[src/rtl/fetch_pkg.sv]
// Shared types and constants for the instruction-fetch stage.
// Fetch entries pair an instruction word with the PC it was fetched from.
package fetch_pkg;

  localparam logic [31:0] NOP_INST = 32'h0000_0013;
  localparam int FETCH_BUF_DEPTH = 2;

  typedef enum logic [1:0] {
    BOOT,
    RUN,
    FLUSH
  } fetch_state_e;

  typedef struct packed {
    logic [31:0] inst;
    logic [31:0] pc;
  } fetch_entry_t;

  function automatic logic [31:0] align_pc(input logic [31:0] addr);
    return addr & ~32'h0000_0003;
  endfunction

endpackage

[src/rtl/fetch_buffer.sv]
// 2-entry synchronous FIFO of fetch entries; head is valid whenever count is non-zero.
// Clear wins over push/pop; a push into a full buffer is dropped unless a pop frees a slot.
module fetch_buffer
  import fetch_pkg::*;
(
  input  logic         clk,
  input  logic         rst_n,
  input  logic         push,
  input  fetch_entry_t data,
  input  logic         pop,
  input  logic         clear,
  output fetch_entry_t head,
  output logic [1:0]   count
);

  fetch_entry_t mem [FETCH_BUF_DEPTH];
  logic         rd_ptr;
  logic         wr_ptr;
  logic         do_push;
  logic         do_pop;

  assign do_pop  = pop & (count != 2'd0);
  assign do_push = push & ((count != 2'(FETCH_BUF_DEPTH)) | do_pop);
  assign head    = mem[rd_ptr];

  always_ff @(posedge clk or negedge rst_n) begin
    if (!rst_n) begin
      for (int i = 0; i < FETCH_BUF_DEPTH; i++) mem[i] <= '0;
      rd_ptr <= 1'b0;
      wr_ptr <= 1'b0;
      count  <= 2'd0;
    end else if (clear) begin
      rd_ptr <= 1'b0;
      wr_ptr <= 1'b0;
      count  <= 2'd0;
    end else begin
      if (do_push) begin
        mem[wr_ptr] <= data;
        wr_ptr      <= ~wr_ptr;
      end
      if (do_pop) rd_ptr <= ~rd_ptr;
      count <= count + {1'b0, do_push} - {1'b0, do_pop};
    end
  end

endmodule

[src/rtl/fetch_stage.sv]
// RV32I fetch stage: owns the PC, fetches over req/gnt/rvalid, buffers two entries, drives IF/ID.
// Optional FETCH_PERF_CNT_EN adds saturating bubble/redirect counters; otherwise those ports read 0.
module fetch_stage
  import fetch_pkg::*;
#(
  parameter logic [31:0] RESET_PC = 32'h0000_0000
) (
  input  logic        i_clk,
  input  logic        i_rst_n,
  input  logic        i_pc_en,
  input  logic        i_IF_ID_stall,
  input  logic        i_redirect,
  input  logic [31:0] i_redirect_pc,
  output logic        o_imem_req,
  output logic [31:0] o_imem_addr,
  input  logic        i_imem_gnt,
  input  logic        i_imem_rvalid,
  input  logic [31:0] i_imem_rdata,
  output logic [31:0] o_ID_inst,
  output logic [31:0] o_ID_pc,
  output logic        o_ID_valid,
  output logic [31:0] o_perf_bubbles,
  output logic [31:0] o_perf_redirects
);

  fetch_state_e state, state_nxt;
  logic [31:0]  pc;
  logic [1:0]   outstanding;
  logic [1:0]   kill;
  logic [1:0]   out_after;
  logic [1:0]   kill_after;
  logic [2:0]   inflight;
  logic [1:0]   buf_count;
  fetch_entry_t buf_head;
  fetch_entry_t rsp_entry;
  logic [31:0]  pcq [2];
  logic         pcq_rd;
  logic         pcq_wr;
  logic         stall;
  logic         fire;
  logic         rsp_kill;
  logic         rsp_ok;
  logic         live;
  logic         bypass;
  logic         buf_push;
  logic         buf_pop;

  assign stall      = i_IF_ID_stall | ~i_pc_en;
  assign inflight   = {1'b0, outstanding} + {1'b0, buf_count};
  assign fire       = o_imem_req & i_imem_gnt;
  assign rsp_kill   = i_imem_rvalid & (kill != 2'd0);
  // A response only belongs to a live request if one is actually outstanding.
  assign rsp_ok     = i_imem_rvalid & (kill == 2'd0) & (outstanding != 2'd0);
  assign live       = rsp_ok & ~i_redirect;
  assign out_after  = outstanding + {1'b0, fire} - {1'b0, rsp_ok};
  assign kill_after = kill - {1'b0, rsp_kill};
  assign bypass     = live & ~stall & (buf_count == 2'd0);
  assign buf_push   = live & ~bypass;
  assign buf_pop    = ~i_redirect & ~stall & (buf_count != 2'd0);
  assign rsp_entry  = '{inst: i_imem_rdata, pc: pcq[pcq_rd]};

  fetch_buffer u_buf (
    .clk   (i_clk),
    .rst_n (i_rst_n),
    .push  (buf_push),
    .data  (rsp_entry),
    .pop   (buf_pop),
    .clear (i_redirect),
    .head  (buf_head),
    .count (buf_count)
  );

  always_ff @(posedge i_clk or negedge i_rst_n) begin
    if (!i_rst_n) state <= BOOT;
    else          state <= state_nxt;
  end

  always_comb begin
    state_nxt = state;
    unique case (state)
      BOOT:    state_nxt = RUN;
      RUN:     state_nxt = RUN;
      FLUSH:   if (kill_after == 2'd0) state_nxt = RUN;
      default: state_nxt = BOOT;
    endcase
    if (i_redirect) state_nxt = ((kill_after + out_after) != 2'd0) ? FLUSH : RUN;
  end

  always_comb begin
    o_imem_req  = (state == RUN) & (inflight < 3'd2) & ~i_redirect;
    o_imem_addr = pc;
  end

  // Requests still in flight at a redirect become kills; the PC queue only tracks live ones.
  always_ff @(posedge i_clk or negedge i_rst_n) begin
    if (!i_rst_n) begin
      pc          <= RESET_PC;
      outstanding <= 2'd0;
      kill        <= 2'd0;
      pcq[0]      <= '0;
      pcq[1]      <= '0;
      pcq_rd      <= 1'b0;
      pcq_wr      <= 1'b0;
      o_ID_inst   <= NOP_INST;
      o_ID_pc     <= '0;
      o_ID_valid  <= 1'b0;
    end else if (i_redirect) begin
      pc          <= align_pc(i_redirect_pc);
      outstanding <= 2'd0;
      kill        <= kill_after + out_after;
      pcq_rd      <= 1'b0;
      pcq_wr      <= 1'b0;
      o_ID_inst   <= NOP_INST;
      o_ID_pc     <= '0;
      o_ID_valid  <= 1'b0;
    end else begin
      outstanding <= out_after;
      kill        <= kill_after;
      if (fire) begin
        pc          <= pc + 32'd4;
        pcq[pcq_wr] <= pc;
        pcq_wr      <= ~pcq_wr;
      end
      if (rsp_ok) pcq_rd <= ~pcq_rd;
      if (!stall) begin
        if (buf_count != 2'd0) begin
          o_ID_inst  <= buf_head.inst;
          o_ID_pc    <= buf_head.pc;
          o_ID_valid <= 1'b1;
        end else if (bypass) begin
          o_ID_inst  <= rsp_entry.inst;
          o_ID_pc    <= rsp_entry.pc;
          o_ID_valid <= 1'b1;
        end else begin
          o_ID_inst  <= NOP_INST;
          o_ID_pc    <= '0;
          o_ID_valid <= 1'b0;
        end
      end
    end
  end

`ifdef FETCH_PERF_CNT_EN
  logic bubble_load;
  assign bubble_load = ~stall & (i_redirect | ((buf_count == 2'd0) & ~live));

  always_ff @(posedge i_clk or negedge i_rst_n) begin
    if (!i_rst_n) begin
      o_perf_bubbles   <= '0;
      o_perf_redirects <= '0;
    end else begin
      if (bubble_load && (o_perf_bubbles != '1)) o_perf_bubbles <= o_perf_bubbles + 32'd1;
      if (i_redirect && (o_perf_redirects != '1)) o_perf_redirects <= o_perf_redirects + 32'd1;
    end
  end
`else
  assign o_perf_bubbles   = '0;
  assign o_perf_redirects = '0;
`endif

endmodule

[config.mk]
export PLATFORM = sky130hd
export DESIGN_NAME = fetch_stage
export DESIGN_NICKNAME = d
export VERILOG_FILES = /design/src/rtl/fetch_pkg.sv /design/src/rtl/fetch_buffer.sv /design/src/rtl/fetch_stage.sv
export SDC_FILE = /design/constraint.sdc
export NUM_CORES = 1
export LEC_CHECK = 0
export ABC_AREA = 1
export ABC_CLOCK_PERIOD_IN_PS = 2800
export CAP_MARGIN = 20
export CORE_MARGIN = 3
export CORE_UTILIZATION = 30
export CTS_CLUSTER_DIAMETER = 80
export DETAILED_ROUTE_END_ITERATION = 12
export DONT_BUFFER_PORTS = 1
export HOLD_SLACK_MARGIN = 0.06
export SLEW_MARGIN = 10
export SYNTH_ARGS = -nofsm -noshare
export SYNTH_HDL_FRONTEND = slang
export SYNTH_SLANG_ARGS = --single-unit
export TNS_END_PERCENT = 20
[constraint.sdc]
create_clock -name i_clk -period 2.8 [get_ports i_clk]
set_input_delay 0.56 -clock i_clk [delete_from_list [all_inputs] [get_ports i_clk]]
set_output_delay 0.56 -clock i_clk [all_outputs]
set_load 0.05 [all_outputs]
==> results.ini, run 1 <==
[status]
status = complete, but fails checks
violations = hold timing

[placed_design]
pre_cts_slack_ps = 29.7
hpwl_um = 24100
placed_cells = 2227
port_buffers = 0
placed_area_um2 = 14400
place.gp.congestion = 0.884

[sta]
worstMarginPinSlew_ps = 950
setup_ws_ps = 134
fin_crit_ps = 2670
drv_slew = 0
fin_worst_skew_ps = 13.3
finalSetupViolCount = 0
fin_crit_sh = 0.952
fmax_ghz = 0.375
hold_violations = 287
hold_ws_ps = -309
relSlewSlack = 0.367

[synthesis]
yosys_warnings = 0
synth_top_area_share = 0.513
ys_top_cells_by_area = dfrtp_1 (51%), nand2_1 (16%), o21ai_0 (4.7%), mux2i_1 (4.0%), inv_1 (3.8%)
synth_fa_ha_area_frac = 0.00769
synth_most_common_cell = nand2_1
synth_flop_cell = dfrtp_1
synth_simple_gate_area_share = 0.206
synth_xor_xnor_area_share = 0.00689
synth_top_family_by_area = simple AND/OR/NAND/NOR gates
synth-seq-cells = 290
syn_inst = 1672
synth.distinct_cells = 35
netlist_area_um2 = 14000
async_reset_ff_frac = 1.00
synth_edf_count = 0
yosys-mux-area-fraction = 0.0401
synth_compound_area_frac = 0.115
syn_area_per_cell_um2 = 8.37
yosys-top-cells-count = nand2_1 (609), dfrtp_1 (287), inv_1 (140), o21ai_0 (131), o21ai_1 (83)
seq_area_frac_synth = 0.519
synth.largest_area_cell = dfrtp_1

[final_layout]
multiInputGateArea_um2 = 5550
antenna_cells = 0
post-route-util = 0.338
nFillCells = 4787
layout.cells.non_filler = 2286
drive_above_1_share = 0.0670
nets = 1743
regArea_um2 = 7260
area_growth_pct = 10.6
final_area_um2 = 15500

[cts]
cts_buffer_depth = 3
cts_max_level = 1
clk_pin_slew_ps = 60
cts_tree = done
clock_sinks = 290
postCtsHoldBufs = 2
insertion_delay_ps = 560
cts_buffers = 31
cts-root-buf = clkbuf_16

[routing]
wirelength_um = 36600
antenna_left = 0
firstDrtPassIters = 5
drc = 0
routed_via_density = 4.66
wire_per_inst_um = 16.0
drtIter0Drc = 893
vias = 10700

[critical_path]
cp_top_family = adder cells
worst-setup-path-type = reg -> out
worstPathRequired_ps = 2240
slowest_delay_ps = 500
critPathArrivalTime_ps = 2110
critPathLaunchType = flop
path_common_cell = nand2_1
end_kind = output pin
slowest_stage = fa_1
crit_fanout = 2
crit_buf_inv = 2
path_cells = nand2_1 -> inv_1 -> fa_1 -> nor2_4 -> nand2_1 -> nor2_2 -> buf_6

[power_and_ir_drop]
p_per_area_nw_per_um2 = 775
ir_worst_vdd_mv = 0.506
leakagePower_nw = 7.20

[floorplanning]
pin_count = 233
coreArea_um2 = 45800
rows = 78
die_h_um = 222
die_area_um2 = 49300
initial_core_util = 0.306
die_x_um = 222

[min_path]
holdCritPathClass = in -> async

[global_routing]
overflow = 0
grt_pass1_wl_um = 58200
grt_max_degree = 291
grt_use_total = 0.144
grt_pass1_vias = 10100
antenna_found_initial = 0

[flow_run]
max_cap_violations = 0

## sequential cells by signal (all words and copies together) (netlist names)
| register | count |
|---|---|
| u_buf.wr_ptr | 1 |
| u_buf.rd_ptr | 1 |
| o_ID_valid | 1 |
| o_ID_inst | 32 |
| u_buf.count | 2 |
| u_buf.mem | 124 |
| o_imem_addr | 30 |
| pcq_rd | 1 |
| pcq | 60 |
| outstanding | 2 |
| pcq_wr | 1 |
| kill | 2 |
| o_ID_pc | 31 |
| state | 2 |
## routing by layer
layer,vias up,wire length (um),track usage
met3,41,3160,0.0461
met2,311,16000,0.221
li1,5180,-,-
met1,5130,17000,0.205
met4,0,506,0.0215
met5,-,0,0
## stage by stage
stage	total power (W)	hold WS [ps]	TNS, ps
after floorplan	0.00738	264	0
after global placement	0.00784	270	0
after detailed placement	0.00793	270	0
after CTS	0.0121	-345	0
after global routing	0.0127	-343	-4.49
final	0.0120	-309	0
## cell families (layout without fill, tap and decap cells)
logic type,count (synthesis),after routing
and+or+nand+nor,727,727
DFF,290,290
buffers and inverters,290,239
AOI/OAI and AO/OA,289,289
muxes,56,56
xor gates and xnor gates,11,11
adders and majority gates,8,8
other,1,66
## layout by cell type (no fill, tap or decap), types with 2 or more instances in the layout
| master | Yosys | routed |
|---|---|---|
| a21oi_1 | 8 | 8 |
| buf_12 | 0 | 3 |
| buf_4 | 68 | 33 |
| bufinv_16 | 0 | 2 |
| clkbuf_1 | 38 | 7 |
| clkbuf_16 | 0 | 31 |
| clkbuf_8 | 0 | 8 |
| clkinv_2 | 0 | 4 |
| clkinvlp_4 | 0 | 2 |
| conb_1 | 1 | 66 |
| dfrtp_1 | 287 | 286 |
| dfstp_2 | 3 | 3 |
| dlygate4sd3_1 | 0 | 2 |
| ha_1 | 7 | 4 |
| ha_4 | 0 | 2 |
| inv_1 | 140 | 140 |
| inv_2 | 1 | 2 |
| inv_4 | 3 | 3 |
| mux2i_1 | 56 | 56 |
| nand2_1 | 609 | 609 |
| nand2_2 | 3 | 3 |
| nand2_4 | 5 | 5 |
| nand3_1 | 40 | 40 |
| nor2_1 | 62 | 60 |
| nor2_2 | 1 | 2 |
| nor2_4 | 3 | 4 |
| nor3_1 | 2 | 2 |
| o211ai_1 | 63 | 63 |
| o21ai_0 | 131 | 131 |
| o21ai_1 | 83 | 83 |
| o22ai_1 | 2 | 2 |
| xor2_1 | 10 | 10 |
## worst register-to-register path, cell delays in order (launching register included)
cell and delay [ps]:
dfrtp_1 380, nand2_1 60, inv_1 50, fa_1 500, nor2_4 150, nand4_4 130, ha_4 280, inv_1 60
ha_4 270, ha_2 190, inv_1 50, nand3_1 70, nand2_1 50, nand3_1 60, nand3_1 90, nand2_1 90
nor2_1 40
## timing repair
item | 4_1_cts | 5_1_grt
hold endpoints to repair | 294 | 290
setup buffers | 0 | 2
gates resized for setup | 3 | 4
endpoints found under the setup margin | 2 | 4
pin swaps | 0 | 4
## final timing paths
path	start	endpoint	slack [ps]	cells after the start
max reg2reg	u_buf.count[0]	state[0]	170	16
max in group asynchronous	i_rst_n	u_buf.rd_ptr	2240	0
max	u_buf.count[0]	o_imem_req	130	7
min reg2reg	u_buf.mem[95]	u_buf.mem[95]	480	2
min in group i_clk	i_imem_rdata[1]	u_buf.mem[33]	110	2
min	i_rst_n	o_ID_inst[9]	-310	0
## power breakdown
part | total (W) | internal, W | switching, W
clock network | 0.00410 | 0.00242 | 0.00168
registers | 0.00554 | 0.00493 | 0.000608
logic | 0.00234 | 0.000735 | 0.00161
total | 0.0120 | 0.00809 | 0.00389
## layout make-up
| class | count | share of cell area |
|---|---|---|
| Clock inverter | 9 | 0.00671 |
| Tap cell | 600 | 0.0485 |
| Clock buffer | 46 | 0.0590 |
| Timing Repair Buffer | 39 | 0.0219 |
| Sequential cell | 290 | 0.470 |
| Inverter | 145 | 0.0357 |
| Multi-Input combinational cell | 1157 | 0.359 |
Power figures use the tool's default switching activity.
==> run 2, diff against run 1 <==
CTS_CLUSTER_SIZE = 12   (was default)
==> run 2 against run 1 <==
  * The flow still finishes with violations (hold timing)
  * Sequential power hardly changed
  * Clock skew is 5.2 ps higher
  * Non-clock buffer count is 1 lower
  * Critical endpoint unchanged
  * Global-route usage stayed put
  * Register-to-register slack hardly changed
==> results.ini, run 2 (synthesis gave the netlist of run 1 again) <==
[global_routing]
use_met2 = 0.221
use_met1 = 0.204
use_met3 = 0.0470
busiest_layer = met2
grt_pass1_wl_um = 58200
grt_pass1_vias = 10000
grt_use_total = 0.144
overflow = 0
antenna_found_initial = 0
grt_max_degree = 291

[final_layout]
nFillCells = 4797
top_regs = u_buf.mem (124), pcq (60), o_ID_inst (32)
top_register = u_buf.mem
most-common-layout-cells = nand2_1 (609), dfrtp_1 (286), inv_1 (140), o21ai_0 (131), o21ai_1 (83)
final_area_um2 = 15200
largest_register_ffs = 124
antenna_cells = 0
area_growth_pct = 8.86
nets = 1739
drive_above_1_share = 0.0574
multiInputGateArea_um2 = 5550
regArea_um2 = 7260
final_common_cell = nand2_1
layout.cells.non_filler = 2273
post-route-util = 0.333

[floorplanning]
coreArea_um2 = 45800
die_area_um2 = 49300
die_x_um = 222
rows = 78
die_h_um = 222
initial_core_util = 0.306
pin_count = 233

[cts]
cts_max_level = 1
cts_tree = done
postCtsHoldBufs = 1
cts_buffer_depth = 3
clk_pin_slew_ps = 60
clock_sinks = 290
cts_buffers = 28
cts-root-buf = clkbuf_16
insertion_delay_ps = 550

[routing]
drtIter0Drc = 863
wire_per_inst_um = 16.0
vias = 10500
routed_via_density = 4.64
drc = 0
wirelength_um = 36400
antenna_left = 0
firstDrtPassIters = 5

[flow_run]
max_cap_violations = 0

[sta]
finalSetupViolCount = 0
fin_crit_ps = 2680
hold_ws_ps = -298
fin_worst_skew_ps = 18.4
worstMarginPinSlew_ps = 940
fin_crit_sh = 0.956
final.setup.tns_ps = 0
drv_slew = 0
fmax_ghz = 0.374
relSlewSlack = 0.373
hold_violations = 288

[critical_path]
slowest_delay_ps = 490
worst-setup-path-type = reg -> out
cp_top_family = adder cells
end_kind = output pin
critPathArrivalTime_ps = 2120
path_cells = nand2_1 -> inv_1 -> fa_1 -> nor2_4 -> nand2_1 -> nor2_2 -> buf_4
crit_buf_inv = 2
worstPathRequired_ps = 2240
slowest_stage = fa_1
path_common_cell = nand2_1
critPathLaunchType = flop
crit_fanout = 2

[placed_design]
place.gp.congestion = 0.884
placed_cells = 2227
placed_area_um2 = 14400
port_buffers = 0
hpwl_um = 24100

[power_and_ir_drop]
p_per_area_nw_per_um2 = 746
leakagePower_nw = 7.08
ir_worst_vdd_mv = 0.461

[status]
violations = hold timing
status = complete, but fails checks

[min_path]
holdCritPathClass = in -> async

==> run 2: cell types whose count changed in the layout (fill, tap and decap cells not counted), sizes merged <==
| cell | change |
|---|---|
| clkinv | -4 |
| clkbuf | -4 |
| dlygate4sd3 | -1 |
| clkinvlp | -2 |
| bufinv | -2 |
==> run 2: stage by stage <==
| step | total power, W | setup slack [ps] |
|---|---|---|
| 6_report | 0.0114 | 124 |
| 5_1_grt | 0.0121 | -2.04 |
| 4_1_cts | 0.0115 | 7.35 |
| 3_5_place_dp | 0.00793 | 29.7 |
| 3_3_place_gp | 0.00784 | 46.0 |
| 2_1_floorplan | 0.00738 | 143 |
==> run 2: path summary, 6_finish.rpt <==
kind | from | slack, ps | end | cells past startpoint
hold / removal | i_rst_n | -300 | o_ID_inst[9] | 0
setup reg to reg | u_buf.count[0] | 170 | state[0] | 16
min in group i_clk | i_redirect | 100 | u_buf.count[1] | 1
max in group asynchronous | i_rst_n | 2650 | u_buf.rd_ptr | 0
hold reg to reg | u_buf.mem[95] | 470 | u_buf.mem[95] | 2
setup / recovery | u_buf.count[0] | 120 | o_imem_req | 7
==> run 2: what timing repair did <==
action | in CTS | in global routing
endpoints found under the setup margin | 2 | 4
setup buffers | 0 | 2
hold endpoints to repair | 291 | 290
pin swaps | 0 | 4
gates resized for setup | 2 | 4
==> run 2: area by class of cell <==
cell class,count,area share
Clock inverter,1,0.000575
Tap cell,600,0.0493
Clock buffer,42,0.0515
Multi-Input combinational cell,1157,0.364
Inverter,145,0.0362
Sequential cell,290,0.477
Timing Repair Buffer,38,0.0214
==> run 2: power by group <==
| part | leakage (nW) | switching [W] | internal (W) | total (W) |
|---|---|---|---|---|
| clock network | 0.383 | 0.00158 | 0.00191 | 0.00349 |
| logic | 2.82 | 0.00160 | 0.000732 | 0.00233 |
| registers | 3.88 | 0.000608 | 0.00493 | 0.00554 |
==> run 2: routing by layer <==
metal,share of wire,wire [um],vias up
li1,-,-,5154
met1,0.47,17000,5083
met2,0.44,16000,275
met3,0.082,2990,35
met4,0.012,450,0
met5,0,0,-
==> run 3, diff against run 2 <==
CELL_PAD_IN_SITES_DETAIL_PLACEMENT = 1   (was default)
CELL_PAD_IN_SITES_GLOBAL_PLACEMENT = 2   (was default)
PLACE_DENSITY_LB_ADDON = 0.1   (was default)
==> run 3 against run 2 <==
  * The run still ends with hold timing left
  * Cell count rose by 0.48%
  * Sequential share of layout area fell by 0.52 points
  * Clock power rose by 11%
  * Register-to-register slack barely moved
  * Worst setup slack improved by 53 ps
  * Via count rose by 0.13%
  * Sequential power fell by 0.7%
  * Critical endpoint unchanged
  * Largest cell class unchanged
==> results.ini, run 3 (synthesis gave the netlist of run 1 again) <==
[power_and_ir_drop]
seqPwrFrac = 0.465
swShare = 0.336
comb_power_share = 0.208
leakagePower_nw = 7.17
ir_worst_vdd_mv = 0.400
p_per_area_nw_per_um2 = 768
clockPowerShare = 0.327
p_sw_w = 0.00397
internal_power_w = 0.00786

[status]
violations = hold timing
status = complete, but fails checks

[routing]
drc = 0
vias = 10600
drtIter0Drc = 610
firstDrtPassIters = 4
wirelength_um = 41700
wire_per_inst_um = 18.2
routed_via_density = 4.62
antenna_left = 0

[critical_path]
critPathArrivalTime_ps = 2060
worstPathRequired_ps = 2240
rr_endpoint = state[0]
setup.worst_path.start = outstanding[0]
rr_worst_depth = 16
critPathLaunchType = flop
worst-setup-path-type = reg -> out
end_kind = output pin
reg2reg_slack_ps = 180
crit_fanout = 3
reg2reg_from = outstanding[0]

[floorplanning]
die_x_um = 222
initial_core_util = 0.306
rows = 78
die_h_um = 222
die_area_um2 = 49300
pin_count = 233
coreArea_um2 = 45800

[final_layout]
antenna_cells = 0
area_growth_pct = 10.1
final_common_cell = nand2_1
multiInputGateArea_um2 = 5530
most-common-layout-cells = nand2_1 (609), dfrtp_1 (286), inv_1 (140), o21ai_0 (131), o21ai_1 (83)
regArea_um2 = 7260
drive_above_1_share = 0.0629
nets = 1745
top_regs = u_buf.mem (124), pcq (60), o_ID_inst (32)
top_register = u_buf.mem
nFillCells = 5434
largest_register_ffs = 124

[sta]
setup_ws_ps = 177
final.setup.tns_ps = 0
fin_crit_ps = 2620
relSlewSlack = 0.381
drv_slew = 0
finalSetupViolCount = 0
hold_violations = 290
hold_ws_ps = -316
fin_worst_skew_ps = 25.7
fin_crit_sh = 0.937
fmax_ghz = 0.381
worstMarginPinSlew_ps = 928

[global_routing]
grt_pass1_vias = 11100
overflow = 0
grt_use_total = 0.167
grt_max_degree = 291
grt_pass1_wl_um = 66400
antenna_found_initial = 0

[cts]
clk_pin_slew_ps = 60
clock_sinks = 290
postCtsHoldBufs = 1
insertion_delay_ps = 580
cts_buffer_depth = 3
cts-root-buf = clkbuf_16
cts_max_level = 1
cts_buffers = 29
cts_tree = done

[placed_design]
pre_cts_slack_ps = 26.1
place.gp.congestion = 0.789
port_buffers = 0
hpwl_um = 27800

[min_path]
holdCritPathClass = in -> async

[flow_run]
max_cap_violations = 0

run 3: per-layer routing:
layer | wire length, um | vias up | global-route usage
met4 | 742 | 0 | 0.0303
met3 | 2290 | 43 | 0.0381
met2 | 19100 | 168 | 0.274
met1 | 19500 | 5167 | 0.229
li1 | - | 5183 | -
met5 | 0 | - | 0
run 3: critical path, cell delays in order (launching register included):
cell and delay, ps:
dfrtp_1 390, nand2_1 70, inv_1 50, fa_1 460, nor2_2 160, nand2_1 90
nor2_2 110, buf_6 170
run 3: through the flow:
stage | power, W | hold slack, ps | std cells | instance area, um^2 | util
global placement | 0.00799 | 271 | 2233 | 14500 | 0.316
CTS | 0.0121 | -357 | 2283 | 15400 | 0.336
detailed placement | 0.00807 | 276 | 2233 | 14500 | 0.316
floorplan | 0.00738 | 264 | 1737 | 14200 | -
global route | 0.0127 | -354 | 2284 | 15400 | 0.336
finish | 0.0118 | -316 | 2284 | 15400 | 0.336
run 3: worst max-delay path by stage:
stage	end	slack (ps)	depth (start not counted)
2_1_floorplan	kill[1]	140	15
3_3_place_gp	state[0]	40	16
3_5_place_dp	state[0]	30	16
4_1_cts	state[0]	6	16
5_1_grt	state[0]	-9	16
6_report	o_imem_req	180	7
run 3: repair_timing:
| action | CTS | global route |
|---|---|---|
| endpoints found under the hold margin | 295 | 290 |
| resized for setup | 0 | 6 |
| setup buffers | 0 | 1 |
| setup endpoints to repair | 0 | 4 |
run 3: area by class of cell:
class	count	area share
Timing Repair Buffer	43	0.0262
Clock inverter	4	0.00504
Clock buffer	45	0.0530
Sequential cell	290	0.472
Tap cell	600	0.0488
Multi-Input combinational cell	1157	0.359
Inverter	145	0.0358
run 3: power groups by stage:
stage                     clock network (W)  registers, W  logic (W)
after floorplan                           0       0.00564    0.00174
after global placement                    0       0.00557    0.00242
after detailed placement                  0       0.00558    0.00248
after CTS                           0.00407       0.00551    0.00249
after global routing                0.00423       0.00561    0.00286
final                               0.00387       0.00550    0.00246
==> patch (config.mk and constraints of run 1) <==
`FETCH_BUF_DEPTH`: 2 -> 4.
--- a/src/rtl/fetch_pkg.sv
+++ b/src/rtl/fetch_pkg.sv
@@ -3,7 +3,7 @@
 package fetch_pkg;
 
   localparam logic [31:0] NOP_INST = 32'h0000_0013;
-  localparam int FETCH_BUF_DEPTH = 2;
+  localparam int FETCH_BUF_DEPTH = 4;
 
   typedef enum logic [1:0] {
     BOOT,
Behaviour: not the same (Yosys sat finds a counterexample within 4 cycles, from zero or initial values and one cycle with i_rst_n low).
==> patch against run 1 <==
- the flow still finishes with violations (hold timing)
- wire length grew 0.60%
- total power shrank 0.56%
- cell area grew 1.5%
- utilization grew 0.51 points
- largest cell class unchanged
- sequential cell count is the same
- non-clock buffer count grew 4
- global-route usage grew 0.088 points
- setup slack gained 0.035 ns
- hold slack gained 0.021 ns
- area after synthesis grew 0.27%
==> patch: results (changes against run 1) <==
\begin{tabular}{lr}
\hline
Metric & Value \\
\hline
\multicolumn{2}{l}{\textbf{Placed design}} \\
Setup slack after placement & 0.105 ns (+0.0757 ns) \\
Placed inst area & 14500 um\^{}2 (+0.58\%) \\
Final weighted congestion of routability-driven global placement & 0.830 (-6.1\%) \\
Post-DP HPWL & 24100 um (about the same) \\
\multicolumn{2}{l}{\textbf{Layout}} \\
\# nets final & 1705 (-2.2\%) \\
Clock buffer instance count of the final layout & 50 (+8.7\%) \\
Non-clock buffering overhead in the final layout & 2.30\% (+0.10 points) \\
Share of the final layout cell area in multi-input gates & 36.3\% (+0.43 points) \\
\multicolumn{2}{l}{\textbf{Critical path}} \\
Worst endpoint data arrival time & 3.09 ns (+0.98 ns) \\
\multicolumn{2}{l}{\textbf{Clocking}} \\
Maximum level of the CTS H-tree & 2 (+1) \\
\multicolumn{2}{l}{\textbf{Run status}} \\
Violations in the final reports & hold timing \\
Result of the run & complete, but fails checks \\
\multicolumn{2}{l}{\textbf{Synth}} \\
Xor and xnor area share after synthesis & 0.687\% (-0.0018 points) \\
Ranking of synthesized cells by area & dfrtp\_1 (51\%), nand2\_1 (13\%), o21ai\_0 (6.1\%), mux2i\_1 (4.2\%), buf\_4 (3.7\%) \\
Fraction of the yosys area taken by sequential cells & 51.8\% (-0.14 points) \\
Count of unique library cells instantiated by Yosys & 36 (+2.9\%) \\
Mean instance size in the synthesized netlist & 8.59 um\^{}2 (+2.6\%) \\
\multicolumn{2}{l}{\textbf{Route}} \\
Post-detailed-route wirelength per cell & 16.4 um (+2.3\%) \\
Routed length on met2 & 16500 um (+3.0\%) \\
Met3 wirelength from detailed routing & 2850 um (-10\%) \\
\multicolumn{2}{l}{\textbf{Timing}} \\
Final Hold Vio Count & 289 (+0.70\%) \\
Final-layout worst hold slack & -0.288 ns (+0.0211 ns) \\
\multicolumn{2}{l}{\textbf{Power}} \\
Register share of total power & 42.8\% (-3.5 points) \\
Post-route total power & 11.9 mW (-0.56\%) \\
Leak pwr & 7.29 nW (+1.3\%) \\
\multicolumn{2}{l}{\textbf{GRT}} \\
Wire length of the first global-routing pass & 57900 um (-0.58\%) \\
\hline
\end{tabular}
-- patch: timing repair --
action                                  4_1_cts  5_1_grt
gates resized for setup                       0        7
endpoints found under the hold margin       290      290
endpoints found under the setup margin        0        3
buffers inserted                              0        1
-- patch: worst max-delay path by stage --
stage                                   from                   end  slack (ns)  depth (start not counted)
global placement    outstanding[0]$_DFF_PN0_  state[0]$_DFFE_PN0P_        0.11                         18
detailed placement  outstanding[0]$_DFF_PN0_  state[0]$_DFFE_PN0P_        0.11                         18
global route        u_buf.count[0]$_DFF_PN0_  state[0]$_DFFE_PN0P_     0.00005                         18
floorplan           outstanding[0]$_DFF_PN0_  state[0]$_DFFE_PN0P_       -0.12                         19
CTS                 outstanding[0]$_DFF_PN0_  state[0]$_DFFE_PN0P_        0.06                         18
finish              u_buf.count[0]$_DFF_PN0_  state[0]$_DFFE_PN0P_        0.17                         18
